===== src/rtl/text_display_sequencer_pkg.sv =====
// Shared display definitions: sequencer state encoding and default message-ROM geometry.
// Latency: none (types and constants only).
// Backpressure: not applicable.
package text_display_sequencer_pkg;

  // Sequencer states; GAP and DONE each last exactly one cycle.
  typedef enum logic [1:0] {
    IDLE = 2'd0,
    SHOW = 2'd1,
    GAP  = 2'd2,
    DONE = 2'd3
  } seq_state_t;

  // Default message count and index width, shared with the renderer's message ROM.
  localparam int DEF_MSG_COUNT = 8;
  localparam int DEF_IDX_W     = 3;

endpackage


===== src/rtl/text_display_sequencer.sv =====
// Steps a text display through MSG_COUNT messages, one dwell-timer period per message.
// Latency: all outputs registered; start -> SHOW next cycle, timer_end -> GAP/DONE next cycle.
// Backpressure: hold freezes the current message and drops timer_en so the dwell restarts on release.
module text_display_sequencer
  import text_display_sequencer_pkg::*;
#(
  parameter int MSG_COUNT = DEF_MSG_COUNT,
  parameter int IDX_W     = DEF_IDX_W,
  parameter int LOOP      = 0
) (
  input  logic             clk,
  input  logic             reset,
  input  logic             start,
  input  logic             abort,
  input  logic             hold,
  input  logic             timer_end,
  output logic             timer_en,
  output logic [IDX_W-1:0] msg_idx,
  output logic             msg_valid,
  output logic             busy,
  output logic             done
);

  // Explicit last-index compare so non-power-of-two counts wrap correctly.
  localparam logic [IDX_W-1:0] LAST_IDX = IDX_W'(MSG_COUNT - 1);

  seq_state_t       state, state_nxt;
  logic [IDX_W-1:0] idx_nxt;
  logic             timer_en_nxt, msg_valid_nxt, busy_nxt, done_nxt;

  // Next-state, next-index and next-output decode; abort overrides everything.
  always_comb begin
    state_nxt = state;
    idx_nxt   = msg_idx;
    case (state)
      IDLE: begin
        if (start) begin
          state_nxt = SHOW;
          idx_nxt   = '0;
        end
      end
      SHOW: begin
        // An expiry that lands while frozen is dropped; the timer is being cleared anyway.
        if (timer_end && !hold) begin
          if (msg_idx == LAST_IDX) begin
            if (LOOP != 0) begin
              state_nxt = GAP;
              idx_nxt   = '0;
            end else begin
              state_nxt = DONE;
            end
          end else begin
            state_nxt = GAP;
            idx_nxt   = msg_idx + 1'b1;
          end
        end
      end
      GAP: begin
        state_nxt = SHOW;
      end
      DONE: begin
        state_nxt = IDLE;
        idx_nxt   = '0;
      end
      default: begin
        state_nxt = IDLE;
        idx_nxt   = '0;
      end
    endcase

    if (abort) begin
      state_nxt = IDLE;
      idx_nxt   = '0;
    end

    // Outputs are decoded from the state being entered so they can be registered.
    timer_en_nxt  = (state_nxt == SHOW) && !hold;
    msg_valid_nxt = (state_nxt == SHOW) || (state_nxt == GAP);
    busy_nxt      = (state_nxt != IDLE);
    done_nxt      = (state_nxt == DONE);
  end

  // State and registered outputs, with synchronous reset to IDLE.
  always_ff @(posedge clk) begin
    if (reset) begin
      state     <= IDLE;
      msg_idx   <= '0;
      timer_en  <= 1'b0;
      msg_valid <= 1'b0;
      busy      <= 1'b0;
      done      <= 1'b0;
    end else begin
      state     <= state_nxt;
      msg_idx   <= idx_nxt;
      timer_en  <= timer_en_nxt;
      msg_valid <= msg_valid_nxt;
      busy      <= busy_nxt;
      done      <= done_nxt;
    end
  end

endmodule

===== config.mk =====
export PLATFORM = sky130hd
export DESIGN_NAME = text_display_sequencer
export DESIGN_NICKNAME = d
export VERILOG_FILES = /design/src/rtl/text_display_sequencer_pkg.sv /design/src/rtl/text_display_sequencer.sv
export SDC_FILE = /design/constraint.sdc
export NUM_CORES = 1
export LEC_CHECK = 0
export ABC_AREA = 1
export BUFFER_PORTS_ARGS = -buffer_cell sky130_fd_sc_hd__buf_4
export CAP_MARGIN = 20
export CORE_MARGIN = 1
export CORE_UTILIZATION = 35
export CTS_CLUSTER_SIZE = 8
export DETAILED_ROUTE_END_ITERATION = 10
export PLACE_DENSITY_LB_ADDON = 0.12
export SLEW_MARGIN = 25
export SYNTH_ARGS = -nofsm -noshare
export SYNTH_HDL_FRONTEND = slang
export SYNTH_SLANG_ARGS = --single-unit

===== constraint.sdc =====
create_clock -name clk -period 2 [get_ports clk]
set_input_delay 0.1 -clock clk [delete_from_list [all_inputs] [get_ports clk]]
set_output_delay 0.1 -clock clk [all_outputs]
set_load 0.05 [all_outputs]

==> results of run 1 <==
-- kinds of logic after synthesis --
family                     Yosys count  share of synthesized area, %
buffers and inverters               11                          8.85
DFF                                  9                          38.6
and+or+nand+nor                     35                          35.4
adders and majority gates            5                          13.4
AOI/OAI and AO/OA                    3                          3.75
-- power groups by stage --
stage / Sequential, uW / Clock, uW / Combinational [uW]
finish: 189 / 141 / 69.2
global route: 189 / 158 / 76.5
CTS: 189 / 146 / 69.8
detailed placement: 193 / 0 / 69.7
global placement: 193 / 0 / 69.7
floorplan: 209 / 0 / 28.7
-- state kept, by name (all words and copies together), names as in the netlist --
| name | cells |
|---|---|
| msg_idx | 3 |
| state | 2 |
| busy | 1 |
| done | 1 |
| msg_valid | 1 |
| timer_en | 1 |
-- through the flow --
stage               util (%)  power [uW]  setup slack [ns]  cells
global route            51.3         424             0.233     93
CTS                     51.3         405             0.355     93
finish                  51.3         399             0.369     93
floorplan                  -         238             0.182     63
detailed placement      49.0         263             0.378     89
global placement        49.0         263             0.395     89
-- area by class of cell --
cell class              instances  area [um^2]  share of cell area, %
well taps                      14         17.5                   2.92
inverters                      11         41.3                   6.87
clock buffers                   4         26.3                   4.38
flip-flops and latches          9          180                   30.0
repair buffers                 12         90.1                   15.0
multi-input cells              43          245                   40.8
-- synth_stat cells --
cell type	count	share of area, %
nand3_2	1	2.1
nand4_1	2	2.7
ha_1	5	13
nor2_2	3	4.0
inv_2	2	1.6
dfxtp_1	9	39
nand3_1	4	4.3
nand2_1	13	10
nor2_1	10	8.0
a21oi_1	1	1.1
inv_1	9	7.2
nor2_4	1	2.4
o21bai_1	1	1.6
o21ai_1	1	1.1
nand2_2	1	1.3
-- path summary, 6_finish.rpt --
check	startpoint	to	slack (ns)	cells past startpoint
worst max-delay path	msg_idx[0]	timer_en	0.37	11
worst min-delay path	reset	state[1]	0.04	2
worst max register to register	msg_idx[0]	timer_en	0.37	11
worst min register to register	msg_idx[0]	msg_idx[0]	0.50	1
-- cell usage in the layout (no fill, tap or decap) --
master / n
a21oi_1: 1
nor2_4: 1
nand4_1: 2
ha_1: 5
inv_2: 2
nand3_2: 1
clkbuf_4: 3
nand3_1: 4
nor2_1: 10
o21ai_1: 1
dfxtp_1: 9
inv_1: 9
nand2_1: 13
buf_4: 12
nor2_2: 3
clkbuf_1: 1
nand2_2: 1
o21bai_1: 1
-- routing by layer --
layer / up-vias / part of all wire (%) / track usage [%]
li1: 227 / - / -
met1: 170 / 50 / 19.8
met2: 11 / 44 / 17.5
met3: 2 / 5.2 / 1.74
met4: 0 / 1.3 / 12.9
met5: - / 0 / 0
==> results.json, run 1 <==
{
  "syn-instance-count": 63,
  "cts.clk_slew.worst_paths_ns": 0.06,
  "antenna_found_initial": 0,
  "first_iter_violations": 13,
  "power.density_nw_per_um2": 664,
  "cts_resized": 0,
  "htreeDepth": 1,
  "ys_ff_latch": 9,
  "grt_max_degree": 7,
  "path_delay_family": "adder cells",
  "drc": 0,
  "rows": 12,
  "ys_types": 15,
  "status": "finished, final reports clean",
  "cts_tree": "done",
  "wirelength_um": 828,
  "die_x_um": 38.5,
  "drtAntennaViolNets": 0,
  "hold_ws_ns": 0.0378,
  "end_kind": "flip-flop",
  "cp_data_required_time_ns": 2.15,
  "fin_nets": 91,
  "post-dp-hpwl_um": 661,
  "diodes": 0,
  "portBuffers": 12,
  "worstSetupStartpointType": "flip-flop",
  "core_um2": 1170,
  "area_growth_pct": 28.7,
  "drive_gt1_share_pct": 29.1,
  "pwr-share-clk_pct": 35.3,
  "final-setup-viol-count": 0,
  "grt_overflow": 0,
  "num_vias": 410,
  "leakagePower_uw": 0.000309,
  "ctsLongestPathBuffers": 2,
  "gp_congestion": 0.752,
  "min_period_ns": 1.63,
  "peakVddDrop_mv": 0.441,
  "p_seq_share_pct": 47.3,
  "stdcell_area_um2": 601,
  "grt.total_usage_pct": 13.9,
  "period_share_pct": 81.5,
  "cts_setup_buffers": 0,
  "synthesis.area_um2": 467,
  "critPathKind": "flip-flop to flip-flop",
  "slowest_stage": "dfxtp_1",
  "cp_max_fo": 4,
  "grt_pass1_vias": 347,
  "max_stage_delay_ns": 0.34,
  "io_pins": 13,
  "nFillCells": 126,
  "die_area_um2": 1480,
  "critPathArrivalTime_ns": 1.78,
  "syn-num-nets": 74,
  "cts-root-buf": "clkbuf_4",
  "initial_core_util_pct": 39.9,
  "cts_made_buffers": 3,
  "path_cells": "ha_1 -> ha_1 -> inv_1 -> nand3_1 -> nand2_1 -> nand3_1 -> nand2_1 -> inv_1 -> ha_1 -> nand2_1 -> nor2_1",
  "fmax_mhz": 613,
  "wire_per_inst_um": 8.90,
  "grt_pass1_wl_mm": 1.36,
  "max_cap_violations": 0,
  "die_h_um": 38.5,
  "timing.setup.tns_ns": 0,
  "yosysWarnings": 0,
  "rsz0062_at_grt": "no",
  "min_path_type": "input pin to flip-flop",
  "slew-limit-headroom_pct": 81.9,
  "pwr-share-comb_pct": 17.3,
  "report.final.slew_viol_count": 0,
  "worst_pin_slew_ns": 0.270,
  "placed_cell_area_um2": 574,
  "swShare_pct": 28.1,
  "avgSynthCellArea_um2": 7.41,
  "p_int_uw": 287,
  "cts_sinks": 9,
  "p_switching_uw": 112,
  "path_buf_inv": 2,
  "finalHoldViolations": 0,
  "ys_seq_area_share_pct": 38.6,
  "firstDrtPassIters": 5,
  "skew_ns": 0.00361,
  "ctsHoldBuffers": 0,
  "avgViaCountPerCell": 4.41,
  "clk_latency_ns": 0.26
}
No activity file was read; power rests on OpenSTA's default activity.
==> run 2, diff against run 1 <==
==> constraint.sdc (replaced) <==
create_clock -name clk -period 1.45 [get_ports clk]
set_input_delay 0.0725 -clock clk [delete_from_list [all_inputs] [get_ports clk]]
set_output_delay 0.0725 -clock clk [all_outputs]
set_load 0.05 [all_outputs]
==> results.json, run 2 (synthesized netlist as in run 1, its figures left out) <==
{
  "grt_overflow": 0,
  "violations": "setup timing",
  "final-setup-viol-count": 2,
  "critPathKind": "flip-flop to flip-flop",
  "regArea_um2": 189,
  "num_vias": 458,
  "post-dp-hpwl_um": 770,
  "wire_per_inst_um": 10.6,
  "min_period_ns": 1.47,
  "fin_util_pct": 61.5,
  "ctsLongestPathBuffers": 2,
  "cp_max_fo": 2,
  "cts-root-buf": "clkbuf_4",
  "slew-limit-headroom_pct": 80.4,
  "nFillCells": 115,
  "grt_pass1_wl_mm": 1.65,
  "drtAntennaViolNets": 0,
  "antenna_found_initial": 0,
  "grt_pass1_vias": 409,
  "grt_max_degree": 7,
  "total_power_uw": 577,
  "p_seq_share_pct": 44.9,
  "wirelength_mm": 1.06,
  "layout_commonest_cell": "buf_4",
  "ctsHoldBuffers": 0,
  "die_area_um2": 1480,
  "finalHoldViolations": 0,
  "drc": 0,
  "placed_cell_area_um2": 656,
  "worstSetupStartpointType": "flip-flop",
  "gp_congestion": 0.729,
  "multiInputGateArea_um2": 304,
  "swShare_pct": 29.4,
  "stdcell_area_um2": 721,
  "min_path_type": "input pin to flip-flop",
  "rsz0062_at_grt": "yes",
  "critPathArrivalTime_ns": 1.64,
  "initial_core_util_pct": 39.9,
  "max_cap_violations": 0,
  "end_kind": "flip-flop",
  "largest_reg_flops": 3,
  "fmax_mhz": 679,
  "largest-register": "msg_idx",
  "die_x_um": 38.5,
  "clk_latency_ns": 0.27,
  "cts_made_buffers": 3,
  "top_regs": "msg_idx: 3 flops, state: 2 flops",
  "die_h_um": 38.5,
  "skew_ns": 0.00674,
  "htreeDepth": 1,
  "final_cell_mix": "buf_4 (19), nand2_1 (11), nor2_1 (10)",
  "p_int_uw": 408,
  "cts_tree": "done",
  "diodes": 0,
  "p_switching_uw": 170,
  "worst_pin_slew_ns": 0.293,
  "first_iter_violations": 4,
  "core_um2": 1170,
  "pwr-share-clk_pct": 34.6,
  "avgViaCountPerCell": 4.58,
  "area_growth_pct": 54.4,
  "drive_gt1_share_pct": 52.3,
  "max_stage_delay_ns": 0.35,
  "status": "complete, but fails checks",
  "leakagePower_uw": 0.000339,
  "path_cells": "ha_4 -> ha_4 -> inv_2 -> nand3_2 -> nand2_2 -> nand3_2 -> nand2_2 -> inv_2 -> ha_2 -> nand2_1 -> nor2_1",
  "io_pins": 13,
  "cts_sinks": 9,
  "power.density_nw_per_um2": 801,
  "cts.clk_slew.worst_paths_ns": 0.07,
  "report.final.slew_viol_count": 0,
  "portBuffers": 12,
  "fin_nets": 98,
  "slowest_stage": "dfxtp_4",
  "cp_data_required_time_ns": 1.62,
  "firstDrtPassIters": 4,
  "pwr-share-comb_pct": 20.5,
  "peakVddDrop_mv": 0.454,
  "period_share_pct": 102,
  "grt.total_usage_pct": 17.7,
  "setup_slack_ns": -0.0228,
  "rows": 12
}
run 2: cell types whose count changed in the layout (fill, tap and decap cells not counted), sizes merged:
cell  delta
buf      +7
run 2: final timing paths:
check              from         end  slack (ns)  cells past startpoint
min               reset        busy        0.01                      2
max reg2reg  msg_idx[0]    timer_en       -0.02                     11
min reg2reg  msg_idx[2]  msg_idx[2]        0.52                      2
max          msg_idx[0]    timer_en       -0.02                     11
run 2: per-layer routing:
layer	share of wire (%)	track usage [%]	wire length, um	vias up
met1	42	18.4	443	204
met4	0	7.76	0	0
met3	5.6	10.5	60	0
met2	53	28.3	560	12
met5	0	0	0	-
li1	-	-	-	242
run 2: timing repair:
action                                  in CTS  in global routing
endpoints found under the setup margin       3                  3
pin swaps                                    2                  2
gates resized for setup                      1                  4
buffers inserted                             2                  1
run 2: critical path: cells and delay by family (launching register included):
family	cells	cell delay (ns)
buffers and inverters	2	0.11
AND/OR/NAND/NOR	6	0.45
flip-flops	1	0.35
adder cells (fa/ha/maj)	3	0.47
run 2: area by class of cell:
cell class	instances	area share, %
repair buffers	19	19.8
clock buffers	4	3.65
inverters	11	5.73
flip-flops and latches	9	26.2
multi-input cells	43	42.2
well taps	14	2.43
run 2: per-stage QoR:
stage	instances	setup slack, ns	hold WS (ns)	TNS (ns)
2_1_floorplan	63	-0.0224	0.139	-0.0481
3_3_place_gp	93	0.00490	0.285	0
3_5_place_dp	93	-0.0236	0.286	-0.0296
4_1_cts	99	0.00312	0.000930	0
5_1_grt	100	-0.0881	0.00178	-0.240
6_report	100	-0.0228	0.00974	-0.0385
run 2: power by group through the flow:
stage / clock, uW / combinational (uW) / sequential [uW]
6_report: 200 / 118 / 259
5_1_grt: 217 / 131 / 260
4_1_cts: 209 / 114 / 259
3_5_place_dp: 0 / 107 / 265
3_3_place_gp: 0 / 106 / 264
2_1_floorplan: 0 / 42.4 / 288
==> run 3, diff against run 2 <==
--- a/config.mk
+++ b/config.mk
@@ -8,8 +8,10 @@
 export ABC_AREA = 1
 export BUFFER_PORTS_ARGS = -buffer_cell sky130_fd_sc_hd__buf_4
 export CAP_MARGIN = 20
+export CELL_PAD_IN_SITES_DETAIL_PLACEMENT = 1
+export CELL_PAD_IN_SITES_GLOBAL_PLACEMENT = 1
 export CORE_MARGIN = 1
-export CORE_UTILIZATION = 35
+export CORE_UTILIZATION = 30
 export CTS_CLUSTER_SIZE = 8
 export DETAILED_ROUTE_END_ITERATION = 10
 export PLACE_DENSITY_LB_ADDON = 0.12
==> results.json, run 3 (synthesized netlist as in run 1, its figures left out) <==
{
  "status": "complete, but fails checks",
  "violations": "setup timing",
  "nFillCells": 173,
  "avgViaCountPerCell": 4.51,
  "max_stage_delay_ns": 0.36,
  "end_kind": "flip-flop",
  "critPathArrivalTime_ns": 1.66,
  "htreeDepth": 1,
  "post-place-ws_ns": -0.0547,
  "cts_tree": "done",
  "period_share_pct": 104,
  "min_from": "reset",
  "initial_core_util_pct": 34.2,
  "reg2reg_from": "msg_idx[0]",
  "die_h_um": 41.4,
  "cts-root-buf": "clkbuf_4",
  "leakagePower_uw": 0.000350,
  "drive_gt1_share_pct": 54.7,
  "area_growth_pct": 63.0,
  "total_power_uw": 583,
  "antenna_found_initial": 0,
  "slowest_stage": "dfxtp_4",
  "final_cell_mix": "buf_4 (19), nor2_1 (10), nand2_1 (10)",
  "cp_data_required_time_ns": 1.61,
  "cts_sinks": 9,
  "post-dp-hpwl_um": 902,
  "fmax_mhz": 664,
  "critical-path-top-cell-by-count": "ha_4",
  "drc": 0,
  "die_x_um": 41.4,
  "grt_max_degree": 7,
  "skew_ns": 0.00152,
  "layout_commonest_cell": "buf_4",
  "diodes": 0,
  "drtAntennaViolNets": 0,
  "rsz0062_at_grt": "yes",
  "rows": 13,
  "cp_max_fo": 2,
  "min_period_ns": 1.51,
  "slew-limit-headroom_pct": 79.4,
  "ctsLongestPathBuffers": 2,
  "ctsHoldBuffers": 0,
  "critPathKind": "flip-flop to flip-flop",
  "first_iter_violations": 7,
  "firstDrtPassIters": 3,
  "largest-register": "msg_idx",
  "hold_ws_ns": 0.0199,
  "grt_pass1_vias": 455,
  "worstSetupStartpointType": "flip-flop",
  "num_vias": 456,
  "regArea_um2": 189,
  "final-setup-viol-count": 3,
  "die_area_um2": 1720,
  "largest_reg_flops": 3,
  "portBuffers": 12,
  "max_cap_violations": 0,
  "worstRegToRegCells": 11,
  "multiInputGateArea_um2": 338,
  "wire_per_inst_um": 12.4,
  "clk_latency_ns": 0.26,
  "cts_made_buffers": 3,
  "path_buf_inv": 2,
  "reg2reg_to": "timer_en",
  "min_path_type": "input pin to flip-flop",
  "peakVddDrop_mv": 0.422,
  "gp_congestion": 0.671,
  "grt_pass1_wl_mm": 1.99,
  "report.final.slew_viol_count": 0,
  "path_cells": "ha_4 -> ha_4 -> inv_4 -> nand3_2 -> nand2_2 -> nand3_4 -> nand2_4 -> inv_4 -> ha_4 -> nand2_2 -> nor2_1",
  "rrSetupSlack_ns": -0.06,
  "min_path_cells": 2,
  "grt.total_usage_pct": 15.6,
  "wirelength_mm": 1.25,
  "power.density_nw_per_um2": 767,
  "top_regs": "msg_idx: 3 flops, state: 2 flops",
  "cts.clk_slew.worst_paths_ns": 0.06,
  "path_delay_family": "adder cells",
  "finalHoldViolations": 0,
  "io_pins": 13,
  "min_to": "busy",
  "setup_slack_ns": -0.0562,
  "grt_overflow": 0,
  "fin_nets": 98,
  "worst_pin_slew_ns": 0.308,
  "core_um2": 1370
}
run 3: cell counts in the layout (fill, tap and decap cells not counted):
Identical to the previous run, type by type.
run 3: worst max path at each step:
| stage | depth (start not counted) | start | end | slack, ns |
|---|---|---|---|---|
| after floorplan | 10 | msg_idx[1] | msg_valid | -0.02 |
| after global placement | 10 | msg_idx[1] | msg_valid | -0.04 |
| after detailed placement | 11 | msg_idx[0] | timer_en | -0.05 |
| after CTS | 11 | msg_idx[0] | timer_en | -0.03 |
| after global routing | 11 | msg_idx[0] | timer_en | -0.12 |
| final | 11 | msg_idx[0] | timer_en | -0.06 |
run 3: where the power goes:
part	leakage, uW	total (uW)	internal [uW]	switching, uW
combinational	0.000260	130	51.9	77.7
clock	0.0000150	194	106	88.1
sequential	0.0000753	259	253	6.31
run 3: worst register-to-register path: stages (launching register included):
cell	delay, ns
dfxtp_4	0.36
ha_4	0.16
ha_4	0.16
inv_4	0.05
nand3_2	0.08
nand2_2	0.10
nand3_4	0.08
nand2_4	0.10
inv_4	0.05
ha_4	0.15
nand2_2	0.07
nor2_1	0.04
run 3: repair_timing:
item / CTS / global route
endpoints found under the setup margin: 3 / 5
setup buffers: 3 / 0
gates resized for setup: 1 / 11
pin swaps: 3 / 4
run 3: area by class of cell:
class                      instances  area share, %
clock buffer                       4           3.45
sequential                         9           24.8
tap                               15           2.47
inverter                          11           6.09
timing repair buffer              19           18.8
multi-input combinational         43           44.4
run 3: metal layers:
layer	vias up	track usage, %	part of all wire [%]
li1	240	-	-
met1	204	17.5	40
met2	12	27.2	56
met3	0	6.52	4.4
met4	0	3.87	0
met5	-	0	0
run 3: stage by stage:
stage / setup TNS [ns] / util, % / instances / instance area (um^2)
finish: -0.0803 / 55.7 / 101 / 761
global route: -0.394 / 55.7 / 101 / 761
CTS: -0.0728 / 51.8 / 101 / 708
detailed placement: -0.135 / 48.1 / 94 / 657
global placement: -0.0707 / 48.1 / 94 / 657
floorplan: -0.0481 / - / 63 / 518
